<file path="src/rtl/kiwi_pkg.sv">
// kiwi_pkg
//  Shared definitions for the decode issue controller.
//  - RD_NONE / RD_INT / RD_FP : destination register type encodings (3 is treated as none)
//  - state_t                  : issue controller FSM states
//  - src_pending()            : source-operand hazard lookup across both scoreboard banks
package kiwi_pkg;

    localparam logic [1:0] RD_NONE = 2'd0;
    localparam logic [1:0] RD_INT  = 2'd1;
    localparam logic [1:0] RD_FP   = 2'd2;

    typedef enum logic [1:0] {
        RUN  = 2'd0,
        HALT = 2'd1,
        DONE = 2'd2
    } state_t;

    // Source register types are not known at decode, so a source is considered
    // pending if either bank has the index pending. Integer x0 is hardwired zero.
    function automatic logic src_pending(input logic [31:0] pend_int,
                                         input logic [31:0] pend_fp,
                                         input logic [4:0]  idx);
        return ((idx != 5'd0) && pend_int[idx]) || pend_fp[idx];
    endfunction

endpackage

</file>
<file path="src/rtl/sb_bank.sv">
// sb_bank
//  32-entry pending-destination scoreboard with one set port and NUM_WB clear ports.
//  Ports:
//   clk, rst_n    clock, async active-low reset
//   i_set         set bit i_set_idx at the next edge
//   i_set_idx     index to set
//   i_clr_valid   per-port clear request
//   i_clr_idx     per-port clear index, 5 bits per port
//   o_bits        registered scoreboard contents
//   o_pend        bits as seen by hazard checks (same-cycle clears removed when WB_BYPASS=1)
module sb_bank
    import kiwi_pkg::*;
#(
    parameter int NUM_WB    = 2,
    parameter int WB_BYPASS = 1
) (
    input  logic                  clk,
    input  logic                  rst_n,
    input  logic                  i_set,
    input  logic [4:0]            i_set_idx,
    input  logic [NUM_WB-1:0]     i_clr_valid,
    input  logic [5*NUM_WB-1:0]   i_clr_idx,
    output logic [31:0]           o_bits,
    output logic [31:0]           o_pend
);

    logic [31:0] r_bits;
    logic [31:0] w_clr_mask;
    logic [31:0] w_set_mask;

    always_comb begin
        w_clr_mask = '0;
        for (int k = 0; k < NUM_WB; k++) begin
            if (i_clr_valid[k]) begin
                w_clr_mask[i_clr_idx[k*5 +: 5]] = 1'b1;
            end
        end
        w_set_mask = '0;
        if (i_set) begin
            w_set_mask[i_set_idx] = 1'b1;
        end
    end

    // A same-edge set beats a clear: the clear belongs to an older op that
    // shared the destination.
    always_ff @(posedge clk or negedge rst_n) begin
        if (!rst_n) begin
            r_bits <= '0;
        end else begin
            r_bits <= (r_bits & ~w_clr_mask) | w_set_mask;
        end
    end

    assign o_bits = r_bits;
    assign o_pend = (WB_BYPASS != 0) ? (r_bits & ~w_clr_mask) : r_bits;

endmodule

</file>
<file path="src/rtl/decode_issue_ctrl.sv">
// decode_issue_ctrl
//  Issue/hazard controller for the Decoder stage. Tracks pending int/fp destinations,
//  stalls on RAW/WAW hazards and backend backpressure, forwards redirect flushes and
//  sequences end-of-simulation draining with a watchdog.
//  Ports:
//   clk, rst_n                         clock, async active-low reset
//   decoder_valid_i                    Decoder has a valid op
//   rs1/2/3_valid_i, rs1/2/3_i         source operand usage and indices
//   rd_type_i, rd_i                    destination type (0 none, 1 int, 2 fp, 3 none) and index
//   endsim_i                           current op is the end-of-simulation marker
//   issue_ready_i                      backend can accept an op
//   redirect_i                         front-end redirect
//   wb_valid_i, wb_rd_type_i, wb_rd_i  NUM_WB writeback ports
//   stall_decoder_o, flush_decoder_o   Decoder hold / clear
//   issue_valid_o                      op dispatched this cycle
//   sb_empty_o                         no pending destinations
//   endsim_o, endsim_timeout_o         sticky end-of-simulation status
module decode_issue_ctrl
    import kiwi_pkg::*;
#(
    parameter int NUM_WB       = 2,
    parameter int WB_BYPASS    = 1,
    parameter int HALT_TIMEOUT = 4096
) (
    input  logic                  clk,
    input  logic                  rst_n,
    input  logic                  decoder_valid_i,
    input  logic                  rs1_valid_i,
    input  logic                  rs2_valid_i,
    input  logic                  rs3_valid_i,
    input  logic [4:0]            rs1_i,
    input  logic [4:0]            rs2_i,
    input  logic [4:0]            rs3_i,
    input  logic [1:0]            rd_type_i,
    input  logic [4:0]            rd_i,
    input  logic                  endsim_i,
    input  logic                  issue_ready_i,
    input  logic                  redirect_i,
    input  logic [NUM_WB-1:0]     wb_valid_i,
    input  logic [2*NUM_WB-1:0]   wb_rd_type_i,
    input  logic [5*NUM_WB-1:0]   wb_rd_i,
    output logic                  stall_decoder_o,
    output logic                  flush_decoder_o,
    output logic                  issue_valid_o,
    output logic                  sb_empty_o,
    output logic                  endsim_o,
    output logic                  endsim_timeout_o
);

    localparam int CNT_W = $clog2(HALT_TIMEOUT) + 1;
    localparam logic [CNT_W-1:0] TIMEOUT_VAL  = CNT_W'(HALT_TIMEOUT);
    localparam logic [CNT_W-1:0] TIMEOUT_LAST = CNT_W'(HALT_TIMEOUT - 1);

    state_t           r_state;
    state_t           w_state_next;
    logic [CNT_W-1:0] r_cnt;
    logic [CNT_W-1:0] w_cnt_next;
    logic             r_timeout;
    logic             w_timeout_next;

    logic [31:0]       w_int_bits;
    logic [31:0]       w_int_pend;
    logic [31:0]       w_fp_bits;
    logic [31:0]       w_fp_pend;
    logic [NUM_WB-1:0] w_int_clr;
    logic [NUM_WB-1:0] w_fp_clr;
    logic              w_hazard;
    logic              w_run;
    logic              w_issue;
    logic              w_set_int;
    logic              w_set_fp;
    logic              w_sb_empty;

    // Route each writeback port to the bank named by its rd type.
    always_comb begin
        w_int_clr = '0;
        w_fp_clr  = '0;
        for (int k = 0; k < NUM_WB; k++) begin
            w_int_clr[k] = wb_valid_i[k] && (wb_rd_type_i[k*2 +: 2] == RD_INT);
            w_fp_clr[k]  = wb_valid_i[k] && (wb_rd_type_i[k*2 +: 2] == RD_FP);
        end
    end

    assign w_set_int = w_issue && (rd_type_i == RD_INT) && (rd_i != 5'd0);
    assign w_set_fp  = w_issue && (rd_type_i == RD_FP);

    sb_bank #(.NUM_WB(NUM_WB), .WB_BYPASS(WB_BYPASS)) u_sb_int (
        .clk         (clk),
        .rst_n       (rst_n),
        .i_set       (w_set_int),
        .i_set_idx   (rd_i),
        .i_clr_valid (w_int_clr),
        .i_clr_idx   (wb_rd_i),
        .o_bits      (w_int_bits),
        .o_pend      (w_int_pend)
    );

    sb_bank #(.NUM_WB(NUM_WB), .WB_BYPASS(WB_BYPASS)) u_sb_fp (
        .clk         (clk),
        .rst_n       (rst_n),
        .i_set       (w_set_fp),
        .i_set_idx   (rd_i),
        .i_clr_valid (w_fp_clr),
        .i_clr_idx   (wb_rd_i),
        .o_bits      (w_fp_bits),
        .o_pend      (w_fp_pend)
    );

    // Hazard depends only on decode fields and the scoreboard, never on
    // decoder_valid_i, so the Decoder's valid gating cannot form a loop.
    always_comb begin
        w_hazard = 1'b0;
        if (rs1_valid_i && src_pending(w_int_pend, w_fp_pend, rs1_i)) w_hazard = 1'b1;
        if (rs2_valid_i && src_pending(w_int_pend, w_fp_pend, rs2_i)) w_hazard = 1'b1;
        if (rs3_valid_i && src_pending(w_int_pend, w_fp_pend, rs3_i)) w_hazard = 1'b1;
        if ((rd_type_i == RD_INT) && (rd_i != 5'd0) && w_int_pend[rd_i]) w_hazard = 1'b1;
        if ((rd_type_i == RD_FP) && w_fp_pend[rd_i]) w_hazard = 1'b1;
    end

    assign w_run      = (r_state == RUN);
    assign w_sb_empty = (w_int_bits == '0) && (w_fp_bits == '0);
    assign w_issue    = decoder_valid_i && !endsim_i && w_run && !w_hazard
                        && issue_ready_i && !redirect_i;

    always_ff @(posedge clk or negedge rst_n) begin
        if (!rst_n) begin
            r_state   <= RUN;
            r_cnt     <= '0;
            r_timeout <= 1'b0;
        end else begin
            r_state   <= w_state_next;
            r_cnt     <= w_cnt_next;
            r_timeout <= w_timeout_next;
        end
    end

    // Drain sequencing: DONE needs an empty scoreboard with no writeback still
    // landing this cycle. The watchdog only flags; it never forces a transition.
    always_comb begin
        w_state_next   = r_state;
        w_cnt_next     = r_cnt;
        w_timeout_next = r_timeout;
        case (r_state)
            RUN: begin
                w_cnt_next = '0;
                if (!redirect_i && decoder_valid_i && endsim_i) begin
                    w_state_next = HALT;
                end
            end
            HALT: begin
                if (redirect_i) begin
                    w_state_next = RUN;
                    w_cnt_next   = '0;
                end else if (w_sb_empty && (wb_valid_i == '0)) begin
                    w_state_next = DONE;
                end else begin
                    if (r_cnt != TIMEOUT_VAL) begin
                        w_cnt_next = r_cnt + 1'b1;
                    end
                    if (r_cnt == TIMEOUT_LAST) begin
                        w_timeout_next = 1'b1;
                    end
                end
            end
            DONE: begin
                w_state_next = DONE;
            end
            default: begin
                w_state_next = RUN;
            end
        endcase
    end

    assign stall_decoder_o  = w_run ? ((w_hazard || !issue_ready_i) && !redirect_i) : 1'b1;
    assign flush_decoder_o  = redirect_i;
    assign issue_valid_o    = w_issue;
    assign sb_empty_o       = w_sb_empty;
    assign endsim_o         = (r_state == DONE);
    assign endsim_timeout_o = r_timeout;

endmodule
</file>
<file path="config.mk">
export PLATFORM = sky130hd
export DESIGN_NAME = decode_issue_ctrl
export DESIGN_NICKNAME = d
export VERILOG_FILES = /design/src/rtl/kiwi_pkg.sv /design/src/rtl/sb_bank.sv /design/src/rtl/decode_issue_ctrl.sv
export SDC_FILE = /design/constraint.sdc
export NUM_CORES = 1
export LEC_CHECK = 0
export CELL_PAD_IN_SITES_DETAIL_PLACEMENT = 0
export CELL_PAD_IN_SITES_GLOBAL_PLACEMENT = 1
export CORE_AREA = 10 10 109 208
export CTS_CLUSTER_DIAMETER = 100
export DETAILED_ROUTE_END_ITERATION = 8
export DIE_AREA = 0 0 119 218
export PLACE_DENSITY = 0.75
export SLEW_MARGIN = 5
export SYNTH_ARGS = -nofsm -noshare
export SYNTH_HDL_FRONTEND = slang
export SYNTH_SLANG_ARGS = --single-unit
export TNS_END_PERCENT = 10
</file>
<file path="constraint.sdc">
create_clock -name clk -period 4.3 [get_ports clk]
set_input_delay 0.86 -clock clk [delete_from_list [all_inputs] [get_ports clk]]
set_output_delay 0.86 -clock clk [all_outputs]
set_load 0.02 [all_outputs]
</file>
# Word-level counts from Yosys, hierarchy flattened
# Cells that the tools add are included.
# Widths: inputs -> output; s select.
# totals
mem_bits_ro,0
output_inout_bits,6
ff_bits,80
memories,0
latch_bits,0
wordCells,130
ram_bits,0
# op_classes
n_lt_le_gt_ge,9
bitwise,10
eq_ne,14
n_div,0
n_shift,0
add_sub_neg,1
multipliers,0
mux,42
n_reduce_logical,49
# op_table
cell,n
$mux 32,6
$or 32x32->32,4
$and 32x32->32,2
$logic_not 32->1,2
$not 32->32,2
$bmux 1 s5,8
$mux 13,3
$lt 5x6->1 const B,6
$logic_and 1x1->1,29
$pmux 13 s2,1
$reduce_bool 5->1,4
$mux 1,17
$demux 1 s5,3
$ge 5x1->1 const B,3
$add 13x1->13 const B,1
$eq 13x12->1 const B,1
$ne 13x13->1 const B,1
$ne 3x3->1 const B,3
$eq 2x1->1 const B,4
$eq 2x2->1 const B,4
$mux 2,3
$pmux 2 s3,1
$logic_not 1->1,4
$logic_not 2->1,2
7 further kinds,11

# Longest topological paths before layout
# depth
ltp_word,27
ltp_mapped,14

# By module
# A second synthesis with hierarchy kept.
# hier_totals
cells_unflattened,678
area_unflattened_um2,6052.1
# by_module_without_submodules
mod,area_each_um2,instances,seq_area_each_um2,cells_per_inst
sb_bank,1681.6,2,800.8,191
decode_issue_ctrl,2688.8,1,400.4,296

# Worst setup path before layout
# No wires, ideal clock.
# synth_timing
kind,input port to output port
start,input port wb_rd_i[1]
end,output port issue_valid_o
setup_slack_ns,-0.031
path_stages,12
required_ns,3.440
n_path_buf,3
t_arrival_ns,3.471
cell_sequence,buf_2 -> or4b_4 -> or2_1 -> and3_4 -> a2111oi_4 -> a21oi_1 -> a21oi_1 -> a22oi_1 -> or2_1 -> buf_4 -> buf_2 -> nor2_1
# synth_via
elab_chain_cells,23
elab_cells_between_ends,51
# synth_rtl
item,line_no,rtl
"start, declared",decode_issue_ctrl.sv:41,"input logic [5*NUM_WB-1:0] wb_rd_i,"
$lt 5x6->1 (not written as such) or $ge 5x1->1 (tied branches),sb_bank.sv:35,w_clr_mask[i_clr_idx[k*5 +: 5]] = 1'b1;
$logic_and 1x1->1 (not written as such),sb_bank.sv:35,
$mux 1 (not written as such),sb_bank.sv:35,
$demux 1 s5 (*),--,
$mux 32,sb_bank.sv:34,if (i_clr_valid[k]) begin
$or 32x32->32 (no source line),--,
$mux 32,sb_bank.sv:34,
$not 32->32,sb_bank.sv:55,assign o_pend = (WB_BYPASS != 0) ? (r_bits & ~w_clr_mask) : r_bits;
(+6 left out),--,
$mux 1,decode_issue_ctrl.sv:113,"if (rs1_valid_i && src_pending(w_int_pend, w_fp_pend, rs1_i)) w_hazard = 1'b1;"
$mux 1,decode_issue_ctrl.sv:114,"if (rs2_valid_i && src_pending(w_int_pend, w_fp_pend, rs2_i)) w_hazard = 1'b1;"
$mux 1,decode_issue_ctrl.sv:115,"if (rs3_valid_i && src_pending(w_int_pend, w_fp_pend, rs3_i)) w_hazard = 1'b1;"
$mux 1,decode_issue_ctrl.sv:116,if ((rd_type_i == RD_INT) && (rd_i != 5'd0) && w_int_pend[rd_i]) w_hazard = 1'b1;
$mux 1 (*),decode_issue_ctrl.sv:117,if ((rd_type_i == RD_FP) && w_fp_pend[rd_i]) w_hazard = 1'b1;
$logic_not 1->1 (*),decode_issue_ctrl.sv:122,assign w_issue = decoder_valid_i && !endsim_i && w_run && !w_hazard
$logic_and 1x1->1 (*),decode_issue_ctrl.sv:122,
$logic_and 1x1->1 (*) (2 in series),decode_issue_ctrl.sv:123,&& issue_ready_i && !redirect_i;
"end, declared",decode_issue_ctrl.sv:44,"output logic issue_valid_o,"
# Mark *: on every way between the ends. The rest lies on a longest branch, timed or not. The select of a mux whose other input is x is not followed.

# Worst setup path in the final report
# layout_timing
start,input port wb_rd_i[1]
end,output port stall_decoder_o
# layout_via
elab_chain_cells,22
elab_cells_between_ends,50
# layout_rtl
item,line_no,rtl
$lt 5x6->1 (not written as such) or $ge 5x1->1 (tied branches),sb_bank.sv:35,
$logic_and 1x1->1 (not written as such),sb_bank.sv:35,
$mux 1 (not written as such),sb_bank.sv:35,
$demux 1 s5 (*),--,
$mux 32,sb_bank.sv:34,
$or 32x32->32 (no source line),--,
$mux 32,sb_bank.sv:34,
$not 32->32,sb_bank.sv:55,
(+6 left out),--,
$mux 1,decode_issue_ctrl.sv:113,
$mux 1,decode_issue_ctrl.sv:114,
$mux 1,decode_issue_ctrl.sv:115,
$mux 1,decode_issue_ctrl.sv:116,
$mux 1 (*),decode_issue_ctrl.sv:117,
$logic_or 1x1->1 (*),decode_issue_ctrl.sv:174,assign stall_decoder_o = w_run ? ((w_hazard || !issue_ready_i) && !redirect_i) : 1'b1;
$logic_and 1x1->1 (*),decode_issue_ctrl.sv:174,
$mux 1 (*),decode_issue_ctrl.sv:174,
"end, declared",decode_issue_ctrl.sv:42,"output logic stall_decoder_o,"
# Marked as above.

==> summary.txt <==
Height of the die - 218 um
Crit path buf inv count - 4
CTS tree - done
Num rows - 72
Largest net degree at the start of global routing - 65
Cells along the critical path - buf_6, buf_16, or4b_4, buf_6, o21ai_4, o22ai_4, mux4_2, o211ai_1, a32o_2, nor4bb_4, o21ai_1, buf_4
Number of library cell types mapped by synthesis - 83
GP Congestion - 1.05
CP max stage cell - or4b_4
Worst Setup Start Kind - primary input
Routed wire per std cell - 30.7 um
CTS Buffer Depth - 2
Final hold vios - 0
Ys Warns - 0
Worst slew margin - 29.2%
Final min period - 4550 ps
Yosys reg bits - 80
Starting Density - 37.2%
Primary FF master, synth - dfrtp_1
Max cap viols - 0
First-pass GRT wire length - 67.6 mm
Slew Viols, Final - 0
Hold crit path type - reg -> reg
First-pass detailed-route iteration total - 6
Synth area leader - dfrtp_1
Static leakage - 4.96 nW
DRC viols - 0
Tot Pwr - 2.43 mW
Final Cycle Share - 106%
Peak supply drop - 0.000168 V
Worst Setup End Kind - output port
Post-route cell area - 12000 um^2
Most frequent cells after synthesis - nor2_1 (95), nor3_1 (82), dfrtp_1 (80), nand2_1 (56), o21ai_0 (52)
CTS Hold Bufs - 0
Area grow syn2layout - 67.2%
CP required - 3440 ps
Mapped Area - 7180 um^2
Most common cell in the netlist - nor2_1
Post-synthesis async set-or-reset flop share - 100%
Final net count - 1299
Num CTS Buffers - 9
Clock Latency Late Sink - 380 ps
# setup viols final - 2
Number of global-route vias before repair - 10200
Io pins - 53
Worst Clk Skew - 14.5 ps
Family with the most delay on the worst path - simple AND/OR/NAND/NOR gates
Failing checks - setup timing
Core box area - 19300 um^2
Synth Instances - 888
Setup slack after layout - -253 ps
Crit path DAT - 3690 ps
Critical Setup Path Class - in -> out
ANT nets after route - 0
Total GRT Usage - 35.7%
Synthesized area per cell - 8.08 um^2
Vias/cell - 6.44
Mapped Nets - 937
Sink Count - 80
Top cell type's share of synthesized area - 27.9%
Initial drt markers - 986
Crit-path most repeated cell - buf_6
Util after Layout - 62.2%
RSZ-0062 raised after global routing - true
Worst Tran Pin Value - 1050 ps
Initial antenna violation count - 2
Crit Path Max Fanout - 8
Status - complete, but fails checks
Area contributors post-synth - dfrtp_1 (28%), nor3_1 (5.7%), nor2_1 (5.0%)
Root Buffer - clkbuf_16
Grt total ovfl - 0
Placed Area - 10300 um^2
Clock transition at path regs - 70 ps
H-Tree Depth - 3
Vias - 9752
Detailed Route WL - 46.5 mm
Post-synthesis sequential area ratio - 27.9%
Fill cell count - 1787
TNS Setup - -461 ps
Die width - 119 um
Fmax - 220 MHz
Pwr per Cell Area - 203 nW/um^2
Proportion of layout cells with a drive suffix above 1 - 46.7%
Final HPWL DP - 35.0 mm
CP peak stage delay - 630 ps
Die Area - 25900 um^2
Port bufs - 52
Post-synth EDFFs - 0
==> layout make-up <==
cell class | instances | area, um^2 | area share, %
antenna | 1 | 2.50 | 0.0209
clock buffer | 9 | 225 | 1.88
clock inverter | 7 | 85.1 | 0.709
inverter | 13 | 48.8 | 0.407
multi-input combinational | 727 | 5660 | 47.2
sequential | 80 | 2000 | 16.7
tap | 259 | 324 | 2.70
timing repair buffer | 419 | 3650 | 30.4
==> registers in the layout, indices dropped and copies added (netlist names) <==
| name | count |
|---|---|
| endsim_timeout_o | 1 |
| r_state | 2 |
| u_sb_int.o_bits | 32 |
| u_sb_fp.o_bits | 32 |
| r_cnt | 13 |
==> what timing repair did <==
item / 4_1_cts / 5_1_grt
resized for setup: 270 / 9
endpoints found under the hold margin: 0 / 0
endpoints found under the setup margin: 30 / 2
gates cloned: 8 / 0
pin swaps: 59 / 4
setup buffers: 30 / 1
==> per-stage QoR <==
stage / instances / setup WS, ps / hold WS [ps]
floorplan: 888 / 0.911 / 490
global placement: 1460 / -1330 / 489
detailed placement: 1460 / -1320 / 489
CTS: 1513 / -197 / 504
global route: 1514 / -345 / 528
finish: 1515 / -253 / 491
==> placed cells by master, fill, tap and decap left out, types with 15 or more instances in the layout <==
cell type | synthesis | routed
buf_4 | 5 | 329
nor2_1 | 95 | 84
dfrtp_1 | 80 | 80
nor3_1 | 82 | 56
nand2_1 | 56 | 55
o21ai_1 | 20 | 34
o21ai_0 | 52 | 32
clkdlybuf4s50_1 | 0 | 32
nand3_1 | 30 | 29
or2_2 | 29 | 26
nor3_2 | 3 | 22
nor4_1 | 24 | 22
buf_6 | 6 | 19
nand4_1 | 18 | 18
o31ai_1 | 21 | 17
nand2b_1 | 16 | 16
o211ai_1 | 16 | 16
o21bai_1 | 16 | 16
o22ai_2 | 0 | 15
buf_12 | 0 | 15
==> path summary, 6_finish.rpt <==
kind                                    from            endpoint  slack [ps]  depth (start not counted)
max reg2reg                u_sb_fp.o_bits[0]  u_sb_fp.o_bits[25]        1050                         10
min                         endsim_timeout_o    endsim_timeout_o         490                          1
min reg2reg                 endsim_timeout_o    endsim_timeout_o         490                          1
max                               wb_rd_i[1]     stall_decoder_o        -250                         12
max in group asynchronous              rst_n   u_sb_fp.o_bits[1]        2870                          2
min in group asynchronous              rst_n   u_sb_fp.o_bits[2]         630                          1
==> routing by layer <==
layer | part of all wire (%) | GRT usage (%)
met4 | 11 | 31.5
met2 | 50 | 62.4
met3 | 6.9 | 7.34
met1 | 32 | 34.7
met5 | 0.024 | 0
==> where the power goes <==
part | switching (mW) | leakage (nW) | internal, mW
registers | 0.0160 | 1.12 | 0.763
logic | 0.469 | 3.70 | 0.337
clock network | 0.384 | 0.147 | 0.462
total | 0.868 | 4.96 | 1.56
==> cells by family (layout without fill, tap and decap cells) <==
group | Yosys count | in the layout | share of synthesized area, %
AND/OR/NAND/NOR | 429 | 429 | 33.2
flip-flops | 80 | 80 | 27.9
adder cells (fa/ha/maj) | 2 | 2 | 0.349
multiplexers | 16 | 16 | 3.45
buffers and inverters | 81 | 448 | 5.42
XOR/XNOR | 11 | 11 | 1.34
other | 0 | 1 | 0
AO/OA/AOI/OAI | 269 | 269 | 28.4
No activity file was read; power rests on OpenSTA's default activity.
